==> config.mk <==
export PLATFORM = sky130hd
export DESIGN_NAME = axi4_to_alrdwr_flat
export DESIGN_NICKNAME = d
export VERILOG_FILES = /design/src/rtl/axi4_to_alrdwr_if.sv /design/src/rtl/axi4_to_alrdwr.sv /design/src/flat_wrapper.sv
export SDC_FILE = /design/constraint.sdc
export NUM_CORES = 1
export LEC_CHECK = 0
export ABC_AREA = 1
export CORE_UTILIZATION = 40
export DETAILED_ROUTE_END_ITERATION = 8
export MAX_ROUTING_LAYER = met4
export PLACE_DENSITY_LB_ADDON = 0.12
export SLEW_MARGIN = 20
export SYNTH_ARGS = -nofsm -noshare
export SYNTH_HDL_FRONTEND = slang
export SYNTH_SLANG_ARGS = --single-unit
==> constraint.sdc <==
create_clock -name clk -period 2.14 [get_ports clk]
set_clock_uncertainty 0.1 [all_clocks]
set_input_delay 0.428 -clock clk [delete_from_list [all_inputs] [get_ports clk]]
set_output_delay 0.428 -clock clk [all_outputs]
set_load 0.01 [all_outputs]
==> src/rtl/axi4_to_alrdwr_if.sv <==
// Signal bundle between an AXI4 master and the AL read/write channel pair.
// 'slave' is the bridge's view; 'master' is the view of the surrounding environment.
interface axi4_to_alrdwr_if #(
  parameter int ADDR_WIDTH = 12,
  parameter int DATA_BITS  = 2,
  parameter int ID_WIDTH   = 4
) ();
  localparam int DATA_WIDTH = 8 << DATA_BITS;

  logic [ADDR_WIDTH-1:0]         s_axi_awaddr;
  logic [ID_WIDTH-1:0]           s_axi_awid;
  logic [7:0]                    s_axi_awlen;
  logic [1:0]                    s_axi_awburst;
  logic                          s_axi_awvalid;
  logic                          s_axi_awready;
  logic [DATA_WIDTH-1:0]         s_axi_wdata;
  logic                          s_axi_wlast;
  logic                          s_axi_wvalid;
  logic                          s_axi_wready;
  logic [ID_WIDTH-1:0]           s_axi_bid;
  logic [1:0]                    s_axi_bresp;
  logic                          s_axi_bvalid;
  logic                          s_axi_bready;
  logic [ADDR_WIDTH-1:0]         s_axi_araddr;
  logic [ID_WIDTH-1:0]           s_axi_arid;
  logic [7:0]                    s_axi_arlen;
  logic [1:0]                    s_axi_arburst;
  logic                          s_axi_arvalid;
  logic                          s_axi_arready;
  logic [DATA_WIDTH-1:0]         s_axi_rdata;
  logic [ID_WIDTH-1:0]           s_axi_rid;
  logic [1:0]                    s_axi_rresp;
  logic                          s_axi_rlast;
  logic                          s_axi_rvalid;
  logic                          s_axi_rready;
  logic [ADDR_WIDTH-1:DATA_BITS] m_al_waddr;
  logic [DATA_WIDTH-1:0]         m_al_wdata;
  logic                          m_al_wvalid;
  logic                          m_al_wready;
  logic [ADDR_WIDTH-1:DATA_BITS] m_al_araddr;
  logic [ID_WIDTH:0]             m_al_arid;
  logic                          m_al_arvalid;
  logic                          m_al_arready;
  logic [DATA_WIDTH-1:0]         m_al_rdata;
  logic [ID_WIDTH:0]             m_al_rid;
  logic                          m_al_rvalid;
  logic                          m_al_rready;

  modport slave (
    input  s_axi_awaddr, s_axi_awid, s_axi_awlen, s_axi_awburst, s_axi_awvalid,
    output s_axi_awready,
    input  s_axi_wdata, s_axi_wlast, s_axi_wvalid,
    output s_axi_wready,
    output s_axi_bid, s_axi_bresp, s_axi_bvalid,
    input  s_axi_bready,
    input  s_axi_araddr, s_axi_arid, s_axi_arlen, s_axi_arburst, s_axi_arvalid,
    output s_axi_arready,
    output s_axi_rdata, s_axi_rid, s_axi_rresp, s_axi_rlast, s_axi_rvalid,
    input  s_axi_rready,
    output m_al_waddr, m_al_wdata, m_al_wvalid,
    input  m_al_wready,
    output m_al_araddr, m_al_arid, m_al_arvalid,
    input  m_al_arready,
    input  m_al_rdata, m_al_rid, m_al_rvalid,
    output m_al_rready
  );

  modport master (
    output s_axi_awaddr, s_axi_awid, s_axi_awlen, s_axi_awburst, s_axi_awvalid,
    input  s_axi_awready,
    output s_axi_wdata, s_axi_wlast, s_axi_wvalid,
    input  s_axi_wready,
    input  s_axi_bid, s_axi_bresp, s_axi_bvalid,
    output s_axi_bready,
    output s_axi_araddr, s_axi_arid, s_axi_arlen, s_axi_arburst, s_axi_arvalid,
    input  s_axi_arready,
    input  s_axi_rdata, s_axi_rid, s_axi_rresp, s_axi_rlast, s_axi_rvalid,
    output s_axi_rready,
    input  m_al_waddr, m_al_wdata, m_al_wvalid,
    output m_al_wready,
    input  m_al_araddr, m_al_arid, m_al_arvalid,
    output m_al_arready,
    output m_al_rdata, m_al_rid, m_al_rvalid,
    input  m_al_rready
  );
endinterface

==> src/rtl/axi4_to_alrdwr.sv <==
// AXI4 slave to AL read/write bridge: expands bursts into per-word AL beats,
// builds B responses and carries RLAST through the AL read-ID sideband.
module axi4_to_alrdwr #(
  parameter int ADDR_WIDTH = 12,
  parameter int DATA_BITS  = 2,
  parameter int ID_WIDTH   = 4
) (
  input  logic             clk,
  input  logic             rst_n,
  axi4_to_alrdwr_if.slave  bus
);
  localparam int W = ADDR_WIDTH - DATA_BITS;

  typedef enum logic [1:0] {W_IDLE, W_DATA, W_RESP} w_state_t;
  typedef enum logic {R_IDLE, R_ADDR} r_state_t;

  // WRAP only applies to legal lengths; the low log2(len+1) bits roll over.
  function automatic logic [W-1:0] next_addr(input logic [W-1:0] addr,
                                             input logic [7:0]   len,
                                             input logic [1:0]   burst);
    logic [W-1:0] mask;
    logic [W-1:0] inc;
    mask      = W'(len);
    inc       = addr + 1'b1;
    next_addr = inc;
    if (burst == 2'b00) begin
      next_addr = addr;
    end else if (burst == 2'b10 &&
                 (len == 8'd1 || len == 8'd3 || len == 8'd7 || len == 8'd15)) begin
      next_addr = (addr & ~mask) | (inc & mask);
    end
  endfunction

  w_state_t            w_state_q, w_state_d;
  logic                awready_q, awready_d;
  logic                bvalid_q, bvalid_d;
  logic [W-1:0]        waddr_q, waddr_d;
  logic [ID_WIDTH-1:0] wid_q, wid_d;
  logic [7:0]          wlen_q, wlen_d;
  logic [1:0]          wburst_q, wburst_d;
  logic [7:0]          wcnt_q, wcnt_d;
  logic                werr_q, werr_d;

  always_comb begin
    w_state_d = w_state_q;
    waddr_d   = waddr_q;
    wid_d     = wid_q;
    wlen_d    = wlen_q;
    wburst_d  = wburst_q;
    wcnt_d    = wcnt_q;
    werr_d    = werr_q;
    case (w_state_q)
      W_IDLE: begin
        if (bus.s_axi_awvalid && awready_q) begin
          waddr_d   = bus.s_axi_awaddr[ADDR_WIDTH-1:DATA_BITS];
          wid_d     = bus.s_axi_awid;
          wlen_d    = bus.s_axi_awlen;
          wburst_d  = bus.s_axi_awburst;
          wcnt_d    = 8'd0;
          werr_d    = 1'b0;
          w_state_d = W_DATA;
        end
      end
      W_DATA: begin
        if (bus.s_axi_wvalid && bus.m_al_wready) begin
          waddr_d = next_addr(waddr_q, wlen_q, wburst_q);
          wcnt_d  = wcnt_q + 8'd1;
          // The beat count, not wlast, decides where the burst ends.
          if (bus.s_axi_wlast != (wcnt_q == wlen_q)) werr_d = 1'b1;
          if (wcnt_q == wlen_q) w_state_d = W_RESP;
        end
      end
      W_RESP: begin
        if (bus.s_axi_bready) begin
          werr_d    = 1'b0;
          w_state_d = W_IDLE;
        end
      end
      default: w_state_d = W_IDLE;
    endcase
    awready_d = (w_state_d == W_IDLE);
    bvalid_d  = (w_state_d == W_RESP);
  end

  always_ff @(posedge clk or negedge rst_n) begin
    if (!rst_n) begin
      w_state_q <= W_IDLE;
      awready_q <= 1'b0;
      bvalid_q  <= 1'b0;
      waddr_q   <= '0;
      wid_q     <= '0;
      wlen_q    <= '0;
      wburst_q  <= '0;
      wcnt_q    <= '0;
      werr_q    <= 1'b0;
    end else begin
      w_state_q <= w_state_d;
      awready_q <= awready_d;
      bvalid_q  <= bvalid_d;
      waddr_q   <= waddr_d;
      wid_q     <= wid_d;
      wlen_q    <= wlen_d;
      wburst_q  <= wburst_d;
      wcnt_q    <= wcnt_d;
      werr_q    <= werr_d;
    end
  end

  assign bus.s_axi_awready = awready_q;
  assign bus.s_axi_wready  = (w_state_q == W_DATA) && bus.m_al_wready;
  assign bus.m_al_wvalid   = (w_state_q == W_DATA) && bus.s_axi_wvalid;
  assign bus.m_al_waddr    = waddr_q;
  assign bus.m_al_wdata    = bus.s_axi_wdata;
  assign bus.s_axi_bid     = wid_q;
  assign bus.s_axi_bresp   = werr_q ? 2'b10 : 2'b00;
  assign bus.s_axi_bvalid  = bvalid_q;

  r_state_t            r_state_q, r_state_d;
  logic                arready_q, arready_d;
  logic                arvalid_q, arvalid_d;
  logic [W-1:0]        raddr_q, raddr_d;
  logic [ID_WIDTH-1:0] rid_q, rid_d;
  logic [7:0]          rlen_q, rlen_d;
  logic [1:0]          rburst_q, rburst_d;
  logic [7:0]          rcnt_q, rcnt_d;

  always_comb begin
    r_state_d = r_state_q;
    raddr_d   = raddr_q;
    rid_d     = rid_q;
    rlen_d    = rlen_q;
    rburst_d  = rburst_q;
    rcnt_d    = rcnt_q;
    case (r_state_q)
      R_IDLE: begin
        if (bus.s_axi_arvalid && arready_q) begin
          raddr_d   = bus.s_axi_araddr[ADDR_WIDTH-1:DATA_BITS];
          rid_d     = bus.s_axi_arid;
          rlen_d    = bus.s_axi_arlen;
          rburst_d  = bus.s_axi_arburst;
          rcnt_d    = 8'd0;
          r_state_d = R_ADDR;
        end
      end
      R_ADDR: begin
        if (bus.m_al_arready) begin
          raddr_d = next_addr(raddr_q, rlen_q, rburst_q);
          rcnt_d  = rcnt_q + 8'd1;
          if (rcnt_q == rlen_q) r_state_d = R_IDLE;
        end
      end
      default: r_state_d = R_IDLE;
    endcase
    arready_d = (r_state_d == R_IDLE);
    arvalid_d = (r_state_d == R_ADDR);
  end

  always_ff @(posedge clk or negedge rst_n) begin
    if (!rst_n) begin
      r_state_q <= R_IDLE;
      arready_q <= 1'b0;
      arvalid_q <= 1'b0;
      raddr_q   <= '0;
      rid_q     <= '0;
      rlen_q    <= '0;
      rburst_q  <= '0;
      rcnt_q    <= '0;
    end else begin
      r_state_q <= r_state_d;
      arready_q <= arready_d;
      arvalid_q <= arvalid_d;
      raddr_q   <= raddr_d;
      rid_q     <= rid_d;
      rlen_q    <= rlen_d;
      rburst_q  <= rburst_d;
      rcnt_q    <= rcnt_d;
    end
  end

  assign bus.s_axi_arready = arready_q;
  assign bus.m_al_arvalid  = arvalid_q;
  assign bus.m_al_araddr   = raddr_q;
  assign bus.m_al_arid     = {rcnt_q == rlen_q, rid_q};

  // Read data needs no state: the last flag rides back in the AL ID MSB.
  assign bus.s_axi_rdata  = bus.m_al_rdata;
  assign bus.s_axi_rid    = bus.m_al_rid[ID_WIDTH-1:0];
  assign bus.s_axi_rlast  = bus.m_al_rid[ID_WIDTH];
  assign bus.s_axi_rresp  = 2'b00;
  assign bus.s_axi_rvalid = bus.m_al_rvalid;
  assign bus.m_al_rready  = bus.s_axi_rready;
endmodule
==> src/flat_wrapper.sv <==
// flat-port wrapper written by rule: the top's interface ports become plain ports
module axi4_to_alrdwr_flat 
#(
  parameter int ADDR_WIDTH = 12,
  parameter int DATA_BITS  = 2,
  parameter int ID_WIDTH   = 4
)
  (clk, rst_n, bus_s_axi_awaddr, bus_s_axi_awid, bus_s_axi_awlen, bus_s_axi_awburst, bus_s_axi_awvalid, bus_s_axi_awready, bus_s_axi_wdata, bus_s_axi_wlast, bus_s_axi_wvalid, bus_s_axi_wready, bus_s_axi_bid, bus_s_axi_bresp, bus_s_axi_bvalid, bus_s_axi_bready, bus_s_axi_araddr, bus_s_axi_arid, bus_s_axi_arlen, bus_s_axi_arburst, bus_s_axi_arvalid, bus_s_axi_arready, bus_s_axi_rdata, bus_s_axi_rid, bus_s_axi_rresp, bus_s_axi_rlast, bus_s_axi_rvalid, bus_s_axi_rready, bus_m_al_waddr, bus_m_al_wdata, bus_m_al_wvalid, bus_m_al_wready, bus_m_al_araddr, bus_m_al_arid, bus_m_al_arvalid, bus_m_al_arready, bus_m_al_rdata, bus_m_al_rid, bus_m_al_rvalid, bus_m_al_rready);
  axi4_to_alrdwr_if #(.ADDR_WIDTH(ADDR_WIDTH), .DATA_BITS(DATA_BITS), .ID_WIDTH(ID_WIDTH)) bus_i ();
  input  logic clk;
  input  logic rst_n;
  input wire logic [$bits(bus_i.s_axi_awaddr)-1:0] bus_s_axi_awaddr;
  input wire logic [$bits(bus_i.s_axi_awid)-1:0] bus_s_axi_awid;
  input wire logic [$bits(bus_i.s_axi_awlen)-1:0] bus_s_axi_awlen;
  input wire logic [$bits(bus_i.s_axi_awburst)-1:0] bus_s_axi_awburst;
  input wire logic [$bits(bus_i.s_axi_awvalid)-1:0] bus_s_axi_awvalid;
  output wire logic [$bits(bus_i.s_axi_awready)-1:0] bus_s_axi_awready;
  input wire logic [$bits(bus_i.s_axi_wdata)-1:0] bus_s_axi_wdata;
  input wire logic [$bits(bus_i.s_axi_wlast)-1:0] bus_s_axi_wlast;
  input wire logic [$bits(bus_i.s_axi_wvalid)-1:0] bus_s_axi_wvalid;
  output wire logic [$bits(bus_i.s_axi_wready)-1:0] bus_s_axi_wready;
  output wire logic [$bits(bus_i.s_axi_bid)-1:0] bus_s_axi_bid;
  output wire logic [$bits(bus_i.s_axi_bresp)-1:0] bus_s_axi_bresp;
  output wire logic [$bits(bus_i.s_axi_bvalid)-1:0] bus_s_axi_bvalid;
  input wire logic [$bits(bus_i.s_axi_bready)-1:0] bus_s_axi_bready;
  input wire logic [$bits(bus_i.s_axi_araddr)-1:0] bus_s_axi_araddr;
  input wire logic [$bits(bus_i.s_axi_arid)-1:0] bus_s_axi_arid;
  input wire logic [$bits(bus_i.s_axi_arlen)-1:0] bus_s_axi_arlen;
  input wire logic [$bits(bus_i.s_axi_arburst)-1:0] bus_s_axi_arburst;
  input wire logic [$bits(bus_i.s_axi_arvalid)-1:0] bus_s_axi_arvalid;
  output wire logic [$bits(bus_i.s_axi_arready)-1:0] bus_s_axi_arready;
  output wire logic [$bits(bus_i.s_axi_rdata)-1:0] bus_s_axi_rdata;
  output wire logic [$bits(bus_i.s_axi_rid)-1:0] bus_s_axi_rid;
  output wire logic [$bits(bus_i.s_axi_rresp)-1:0] bus_s_axi_rresp;
  output wire logic [$bits(bus_i.s_axi_rlast)-1:0] bus_s_axi_rlast;
  output wire logic [$bits(bus_i.s_axi_rvalid)-1:0] bus_s_axi_rvalid;
  input wire logic [$bits(bus_i.s_axi_rready)-1:0] bus_s_axi_rready;
  output wire logic [$bits(bus_i.m_al_waddr)-1:0] bus_m_al_waddr;
  output wire logic [$bits(bus_i.m_al_wdata)-1:0] bus_m_al_wdata;
  output wire logic [$bits(bus_i.m_al_wvalid)-1:0] bus_m_al_wvalid;
  input wire logic [$bits(bus_i.m_al_wready)-1:0] bus_m_al_wready;
  output wire logic [$bits(bus_i.m_al_araddr)-1:0] bus_m_al_araddr;
  output wire logic [$bits(bus_i.m_al_arid)-1:0] bus_m_al_arid;
  output wire logic [$bits(bus_i.m_al_arvalid)-1:0] bus_m_al_arvalid;
  input wire logic [$bits(bus_i.m_al_arready)-1:0] bus_m_al_arready;
  input wire logic [$bits(bus_i.m_al_rdata)-1:0] bus_m_al_rdata;
  input wire logic [$bits(bus_i.m_al_rid)-1:0] bus_m_al_rid;
  input wire logic [$bits(bus_i.m_al_rvalid)-1:0] bus_m_al_rvalid;
  output wire logic [$bits(bus_i.m_al_rready)-1:0] bus_m_al_rready;
  assign bus_i.s_axi_awaddr = bus_s_axi_awaddr;
  assign bus_i.s_axi_awid = bus_s_axi_awid;
  assign bus_i.s_axi_awlen = bus_s_axi_awlen;
  assign bus_i.s_axi_awburst = bus_s_axi_awburst;
  assign bus_i.s_axi_awvalid = bus_s_axi_awvalid;
  assign bus_s_axi_awready = bus_i.s_axi_awready;
  assign bus_i.s_axi_wdata = bus_s_axi_wdata;
  assign bus_i.s_axi_wlast = bus_s_axi_wlast;
  assign bus_i.s_axi_wvalid = bus_s_axi_wvalid;
  assign bus_s_axi_wready = bus_i.s_axi_wready;
  assign bus_s_axi_bid = bus_i.s_axi_bid;
  assign bus_s_axi_bresp = bus_i.s_axi_bresp;
  assign bus_s_axi_bvalid = bus_i.s_axi_bvalid;
  assign bus_i.s_axi_bready = bus_s_axi_bready;
  assign bus_i.s_axi_araddr = bus_s_axi_araddr;
  assign bus_i.s_axi_arid = bus_s_axi_arid;
  assign bus_i.s_axi_arlen = bus_s_axi_arlen;
  assign bus_i.s_axi_arburst = bus_s_axi_arburst;
  assign bus_i.s_axi_arvalid = bus_s_axi_arvalid;
  assign bus_s_axi_arready = bus_i.s_axi_arready;
  assign bus_s_axi_rdata = bus_i.s_axi_rdata;
  assign bus_s_axi_rid = bus_i.s_axi_rid;
  assign bus_s_axi_rresp = bus_i.s_axi_rresp;
  assign bus_s_axi_rlast = bus_i.s_axi_rlast;
  assign bus_s_axi_rvalid = bus_i.s_axi_rvalid;
  assign bus_i.s_axi_rready = bus_s_axi_rready;
  assign bus_m_al_waddr = bus_i.m_al_waddr;
  assign bus_m_al_wdata = bus_i.m_al_wdata;
  assign bus_m_al_wvalid = bus_i.m_al_wvalid;
  assign bus_i.m_al_wready = bus_m_al_wready;
  assign bus_m_al_araddr = bus_i.m_al_araddr;
  assign bus_m_al_arid = bus_i.m_al_arid;
  assign bus_m_al_arvalid = bus_i.m_al_arvalid;
  assign bus_i.m_al_arready = bus_m_al_arready;
  assign bus_i.m_al_rdata = bus_m_al_rdata;
  assign bus_i.m_al_rid = bus_m_al_rid;
  assign bus_i.m_al_rvalid = bus_m_al_rvalid;
  assign bus_m_al_rready = bus_i.m_al_rready;
  axi4_to_alrdwr #(.ADDR_WIDTH(ADDR_WIDTH), .DATA_BITS(DATA_BITS), .ID_WIDTH(ID_WIDTH)) u_core (.clk(clk), .rst_n(rst_n), .bus(bus_i));
endmodule
* Word-level counts from Yosys, hierarchy flattened
Cells that the tools add are included. W data, S select, Z words.
Storage, ports and cells: flip-flop bits (word level) 71, input bits 132, output and inout bits 110, logic and storage cells 111
Operators by class: add/subtract/negate cells 4, equality and inequality tests 24, muxes and demuxes 31, bitwise logic cells 10, reduce and logical (&&, ||, !) cells 26
Operator list (number):
- $mux W10 | 8
- $pmux W10 S2 | 2
- $mux W8 | 4
- $pmux W8 S2 | 2
- $add A10 B1 Y10 const B | 2
- $and A10 B10 Y10 | 2
- $and A10 B8 Y10 | 2
- $not A8 Y10 | 2
- $or A10 B10 Y10 | 2
- $add A8 B1 Y8 const B | 2
- $eq A8 B1 Y1 const B | 2
- $eq A8 B2 Y1 const B | 2
- $eq A8 B3 Y1 const B | 2
- $eq A8 B4 Y1 const B | 2
- $eq A8 B8 Y1 | 2
- $mux W2 | 5
- $eq A2 B2 Y1 const B | 4
- $logic_not A2 Y1 | 4
- $ne A2 B1 Y1 const B | 4
- $ne A2 B2 Y1 const B | 4
- $logic_and A1 B1 Y1 | 7
- $mux W1 | 7
- $logic_or A1 B1 Y1 | 6
- $pmux W2 S3 | 1
- 11 further kinds | 15

* Logic depth before layout (Yosys ltp)
Gate-level depths: netlist of run 1.
depth after elaboration 9, depth in mapped cells 11, mapped depth without buffers 10

* Worst setup path before layout of run 1
No wires, ideal clock.
path kind reg-to-reg, start register u_core.waddr_q[0], in the netlist u_core.bus.m_al_waddr[2], end register (tool-made name), setup time 65 ps, data arrival time 1481 ps, data required time 1975 ps, slack 494 ps, cell stages (with the launch flop) 9, buffers on the path 0, period minus slack after synthesis 1646 ps, cell sequence dfrtp_1 > ha_1 > nand2_1 > nor2_1 > nand3_1 > or2_2 > a21oi_1 > o21ai_0 > nand2_1
RTL lines:
- from (decl) | line axi4_to_alrdwr.sv:37 | logic [W-1:0] waddr_q, waddr_d;
- from (signal assigned) | line axi4_to_alrdwr.sv:100 | waddr_q <= waddr_d;

* Worst setup path after layout of run 1
start register u_core.rcnt_q[7], end output bus_m_al_arid[4]
Between the ends: cells in the longest elaborated chain, start to end 1
RTL lines:
- from (decl) | line axi4_to_alrdwr.sv:125 | logic [7:0] rcnt_q, rcnt_d;
- from (signal assigned) | line axi4_to_alrdwr.sv:176 | rcnt_q <= rcnt_d;
- $eq A8 B8 Y1 | line axi4_to_alrdwr.sv:183 | assign bus.m_al_arid = {rcnt_q == rlen_q, rid_q};
- to (decl) | line flat_wrapper.sv:43 | output wire logic [$bits(bus_i.m_al_arid)-1:0] bus_m_al_arid;
No other way between the ends.

==> flow_metrics.tcl, run 1 <==
set metrics [dict create \
    worstSetupStartpointType "register" \
    cp_num_cells 5 \
    critPathCaptureType "output pin" \
    yosysWarnings 0 \
    cp.arrival_ns 1.55 \
    drive_gt1_share_pct 9.83 \
    clock_path_buffers 2 \
    grt_first_pass_wirelength_mm 17.2 \
    path_buf_inv 2 \
    synth_area_mm2 0.00450 \
    place_ws_ns -0.0383 \
    ios 242 \
    synth_seq_area_share_pct 39.4 \
    ant_nets 0 \
    routed_wl_mm 10.3 \
    fin_nets 792 \
    io_buffers 92 \
    worstSetupPathType "reg2out" \
    drv_cap 0 \
    outcome "completed" \
    slowest_stage "dfrtp_1" \
    min_period_ns 2.08 \
    grt_use_met3_pct 5.91 \
    clkLatencyLatePin_ns 0.35 \
    hold_viol 0 \
    fill_cells 1094 \
    clk_pin_slew_worst_paths_ns 0.09 \
    cts-htree-levels 3 \
    root_buffer "clkbuf_8" \
    vias 3871 \
    drc 0 \
    first_iter_violations 233 \
    wl_per_cell_um 12.8 \
    antenna_found_initial 0 \
    core_mm2 0.0109 \
    grt_overflow 0 \
    busiest_layer "met2" \
    fmax_mhz 480 \
    clock-sinks 71 \
    globalRouteMet1Util_pct 24.0 \
    rsz0062_at_grt "true" \
    drt_pre_antenna_iters 7 \
    crit_path_max_fanout 3 \
    finalMaxSlewViolations 0 \
    worstPathRequired_ns 1.61 \
    grt_max_degree 36 \
    finalSetupViolCount 0 \
    antenna_cells 0 \
    start_util_pct 41.4 \
    numCtsBuffers 9 \
    grtUsageTotal_pct 19.3 \
    slowest_delay_ns 0.40 \
    path_delay_family "simple AND/OR/NAND/NOR gates" \
    fin_area_mm2 0.00536 \
    syn_area_per_cell_um2 7.37 \
    synthesis.instances 611 \
    synth-seq-cells 71 \
    met2_usage_pct 30.3 \
    ys_types 42 \
    cts_tree "done" \
    vdd_ir_drop_max_mv 0.438 \
    rows 38 \
    grt_pass1_vias 3732 \
    fin_ws_ns 0.0587 \
    final_cell_mix "176 x nand2_1, 88 x clkdlybuf4s50_1, 71 x dfrtp_1, 65 x inv_1, 57 x o21ai_0" \
    die-height_um 108 \
    p_leak_nw 2.57 \
    crit_path_cell_trace "inv_2 > or2_2 > nand4_1 > nor4_2 > buf_2" \
    period_share_pct 97.3 \
    p_per_area_mw_per_mm2 1210 \
    die_x_um 108 \
    min_path_type "in2async" \
    fp.dieArea_mm2 0.0117 \
    r2r_cells 8 \
    placed_area_mm2 0.00515 \
    place.gp.congestion 0.826 \
    vias_per_cell 4.83 \
    final_common_cell "nand2_1" \
    syn_to_final_growth_pct 19.0 \
    hpwl_mm 7.63 \
]
==> layout make-up <==
type / instances / area, um^2 / share of cell area, %
Tap cell: 140 / 175 / 3.27
Clock inverter: 5 / 33.8 / 0.630
Timing Repair Buffer: 115 / 1100 / 20.5
Inverter: 74 / 285 / 5.32
Multi-Input combinational cell: 385 / 1850 / 34.5
Sequential cell: 71 / 1780 / 33.1
Clock buffer: 11 / 141 / 2.64
==> routing by layer <==
layer,up-vias,wire (um)
met5,-,0
met4,0,143
met3,16,667
met2,139,4790
met1,1789,4670
li1,1927,-
==> final timing paths <==
kind / end / from / slack [ns]
min in group clk: u_core.bus.s_axi_bid[1] / u_core.bus.s_axi_bid[1] / 0.38
max in group asynchronous: u_core.bus.s_axi_bvalid / rst_n / 0.98
max reg2reg: register / u_core.bus.m_al_waddr[2] / 0.31
max: bus_m_al_arid[4] / u_core.rcnt_q[7] / 0.06
min: u_core.rlen_q[4] / rst_n / 0.36
min reg2reg: u_core.bus.s_axi_bid[1] / u_core.bus.s_axi_bid[1] / 0.38
==> synthesized netlist by cell type (all sizes together) <==
master / count / area share (%)
nand2: 179 / 15
buf: 80 / 13
inv: 72 / 6.1
dfrtp: 71 / 39
o21ai: 61 / 7.2
nor2: 52 / 4.7
nand3: 23 / 2.9
a21oi: 15 / 1.8
nand4: 10 / 1.4
xor2: 9 / 1.8
nor3: 7 / 0.78
ha: 4 / 1.1
or2: 4 / 0.56
xnor2: 4 / 0.78
clkbuf: 3 / 0.25
clkinv: 2 / 0.28
nand3b: 2 / 0.33
nor4: 2 / 0.28
o211ai: 2 / 0.33
o21a: 2 / 0.33
a21o: 1 / 0.17
a22oi: 1 / 0.17
conb: 1 / 0.083
mux2i: 1 / 0.22
o22ai: 1 / 0.14
o31ai: 1 / 0.17
o32ai: 1 / 0.19
==> timing repair <==
item,in CTS,in global routing
setup endpoints to repair,3,1
hold buffers,1,0
pin swaps,0,2
buffers inserted,2,2
hold endpoints to repair,12,0
resized for setup,6,3
==> metrics by stage <==
| stage | std cells | utilization, % | total power [mW] | hold WS [ns] | TNS [ns] |
|---|---|---|---|---|---|
| after floorplan | 613 | - | 4.38 | 0.0324 | 0 |
| after global placement | 780 | 47.3 | 5.42 | 0.195 | -0.0125 |
| after detailed placement | 780 | 47.3 | 5.50 | 0.197 | -0.0383 |
| after CTS | 799 | 49.2 | 6.54 | 0.350 | -0.0102 |
| after global routing | 801 | 49.2 | 7.11 | 0.369 | -0.0627 |
| final | 801 | 49.2 | 6.50 | 0.364 | 0 |
==> kinds of logic (layout without fill, tap and decap cells) <==
group | count (synthesis) | count (layout) | share of synthesized area [%]
xor gates and xnor gates | 13 | 13 | 2.53
DFF | 71 | 71 | 39.4
and+or+nand+nor | 279 | 279 | 26.3
muxes | 1 | 1 | 0.222
other | 1 | 3 | 0.0833
buffers and inverters | 157 | 205 | 19.8
AOI/OAI and AO/OA | 85 | 85 | 10.5
adders and majority gates | 4 | 4 | 1.11
==> report_power, final <==
part / total (mW) / internal, mW / switching [mW]
Clock: 0.982 / 0.451 / 0.531
Sequential: 2.47 / 1.92 / 0.548
Combinational: 3.05 / 1.42 / 1.63
(Power assumes the default switching activity.)
==> inputs of run 2 (changes only) <==
--- a/config.mk
+++ b/config.mk
@@ -9,7 +9,7 @@
 export CORE_UTILIZATION = 40
 export DETAILED_ROUTE_END_ITERATION = 8
 export MAX_ROUTING_LAYER = met4
-export PLACE_DENSITY_LB_ADDON = 0.12
+export PLACE_DENSITY_LB_ADDON = 0.15
 export SLEW_MARGIN = 20
 export SYNTH_ARGS = -nofsm -noshare
 export SYNTH_HDL_FRONTEND = slang
==> run 2 against run 1 <==
Routed wire length fell by 3.9%. Via count down 2.1%. Global-route usage fell by 0.94 points. Critical path depth is the same. Sequential share of layout area fell by 0.24 points. Clock power rose by 23%. Die area unchanged. Critical path type unchanged.
==> flow_metrics.tcl, run 2 (synthesized netlist as in run 1, its figures left out) <==
set metrics [dict create \
    clkPwrFrac_pct 18.0 \
    r2r_start "u_core.bus.m_al_waddr[2]" \
    hpwl_mm 7.62 \
    grt_overflow 0 \
    worstPathRequired_ns 1.61 \
    r2r_cells 8 \
    vias_per_cell 4.74 \
    drc 0 \
    place.gp.congestion 0.846 \
    finalMaxSlewViolations 0 \
    total_power_mw 6.70 \
    finalSetupViolCount 0 \
    core_mm2 0.0109 \
    hold_viol 0 \
    routed_wl_mm 9.88 \
    period_share_pct 96.5 \
    rsz0062_at_grt "true" \
    drt_pre_antenna_iters 4 \
    ant_nets 0 \
    first_iter_violations 139 \
    wl_per_cell_um 12.3 \
    tns_ns 0 \
    p_sw_share_pct 40.3 \
    fp.dieArea_mm2 0.0117 \
    drive_gt1_share_pct 9.85 \
    antenna_found_initial 0 \
    slowest_stage "dfrtp_1" \
    min_to "u_core.bus.s_axi_bid[0]" \
    pwr-share-seq_pct 36.7 \
    grt_max_degree 30 \
    antenna_cells 0 \
    grt_first_pass_wirelength_mm 16.4 \
    cp.arrival_ns 1.54 \
    clock-sinks 71 \
    cts_tree "done" \
    path_delay_family "simple AND/OR/NAND/NOR gates" \
    min_path_type "reg2reg" \
    crit_path_cell_trace "inv_2 > or2_2 > nand4_1 > nor4_2 > buf_2" \
    timing.hold.ws_ns 0.383 \
    outcome "completed" \
    die_x_um 108 \
    p_per_area_mw_per_mm2 1240 \
    final_common_cell "nand2_1" \
    ios 242 \
    place_ws_ns -0.0235 \
    grt_pass1_vias 3665 \
    netSwitchingPower_mw 2.70 \
    rrSetupSlack_ns 0.31 \
    root_buffer "clkbuf_8" \
    start_util_pct 41.4 \
    crit_path_max_fanout 3 \
    syn_to_final_growth_pct 19.9 \
    hold_start "u_core.bus.s_axi_bid[0]" \
    placed_area_mm2 0.00516 \
    path_buf_inv 2 \
    hold-path-cell-count 2 \
    vdd_ir_drop_max_mv 0.435 \
    grtUsageTotal_pct 18.4 \
    cell_internal_pwr_mw 4.00 \
    final_cell_mix "176 x nand2_1, 88 x clkdlybuf4s50_1, 71 x dfrtp_1, 65 x inv_1, 57 x o21ai_0" \
    p_leak_nw 2.58 \
    worstSetupPathType "reg2out" \
    critPathCaptureType "output pin" \
    fmax_mhz 484 \
    worstSetupStartpointType "register" \
    min_period_ns 2.07 \
    fin_ws_ns 0.0748 \
    io_buffers 92 \
    numCtsBuffers 9 \
    rows 38 \
    slowest_delay_ns 0.41 \
    fin_area_mm2 0.00540 \
    clkLatencyLatePin_ns 0.35 \
    die-height_um 108 \
    clock_path_buffers 2 \
    fin_nets 791 \
    clk_pin_slew_worst_paths_ns 0.09 \
    cts-htree-levels 3 \
    vias 3791 \
    pwr-share-comb_pct 45.2 \
    drv_cap 0 \
]
==> run 2: cell types whose count changed in the layout (fill, tap and decap cells not counted), sizes merged <==
cell / delta
bufinv: +2
inv: +2
buf: -1
clkinv: -3
clkbuf: -1
==> run 2: how the worst max path moves through the flow <==
stage,from,end,slack (ns),cells past startpoint
after floorplan,u_core.bus.m_al_waddr[2],register,0.49,8
after global placement,bus_s_axi_wvalid,bus_m_al_wvalid,-0.01,4
after detailed placement,bus_s_axi_wvalid,bus_m_al_wvalid,-0.02,4
after CTS,u_core.rcnt_q[3],bus_m_al_arid[4],0.003,5
after global routing,u_core.rcnt_q[7],bus_m_al_arid[4],-0.06,5
final,u_core.rcnt_q[7],bus_m_al_arid[4],0.07,5
==> run 2: area by class of cell <==
cell class,count,area [um^2]
repair buffers,114,1090
inverters,74,287
fillers,1107,5490
flip-flops and latches,71,1780
clock buffers,10,128
clock inverters,6,92.6
multi-input cells,385,1850
well taps,140,175
==> run 2: layer usage <==
layer  vias to the layer above  GRT usage [%]  wire length [um]
met5                         -              -                 0
met3                        21           4.46               481
li1                       1936              -                 -
met1                      1739           22.3              4620
met2                        95           29.6              4590
met4                         0           6.46               184
==> run 2: metrics by stage <==
| stage | util, % | std cells |
|---|---|---|
| global placement | 47.4 | 782 |
| global route | 49.6 | 800 |
| floorplan | - | 613 |
| CTS | 49.7 | 800 |
| detailed placement | 47.4 | 782 |
| finish | 49.6 | 800 |
==> run 2: worst min-delay path: cells and delay by family (launching register included) <==
family           cells  cell delay (ns)
flip-flops           1             0.35
AND/OR/NAND/NOR      2             0.10
==> run 2: power groups by stage <==
| stage | Clock, mW | Sequential [mW] | Combinational [mW] |
|---|---|---|---|
| 2_1_floorplan | 0 | 2.48 | 1.90 |
| 3_3_place_gp | 0 | 2.47 | 2.97 |
| 3_5_place_dp | 0 | 2.48 | 3.03 |
| 4_1_cts | 1.25 | 2.46 | 3.07 |
| 5_1_grt | 1.31 | 2.54 | 3.46 |
| 6_report | 1.21 | 2.46 | 3.03 |
==> run 2: timing repair <==
item	in CTS	in global routing
buffers inserted	1	0
endpoints found under the hold margin	27	0
setup endpoints to repair	3	1
pin swaps	0	2
hold buffers	1	0
resized for setup	7	3
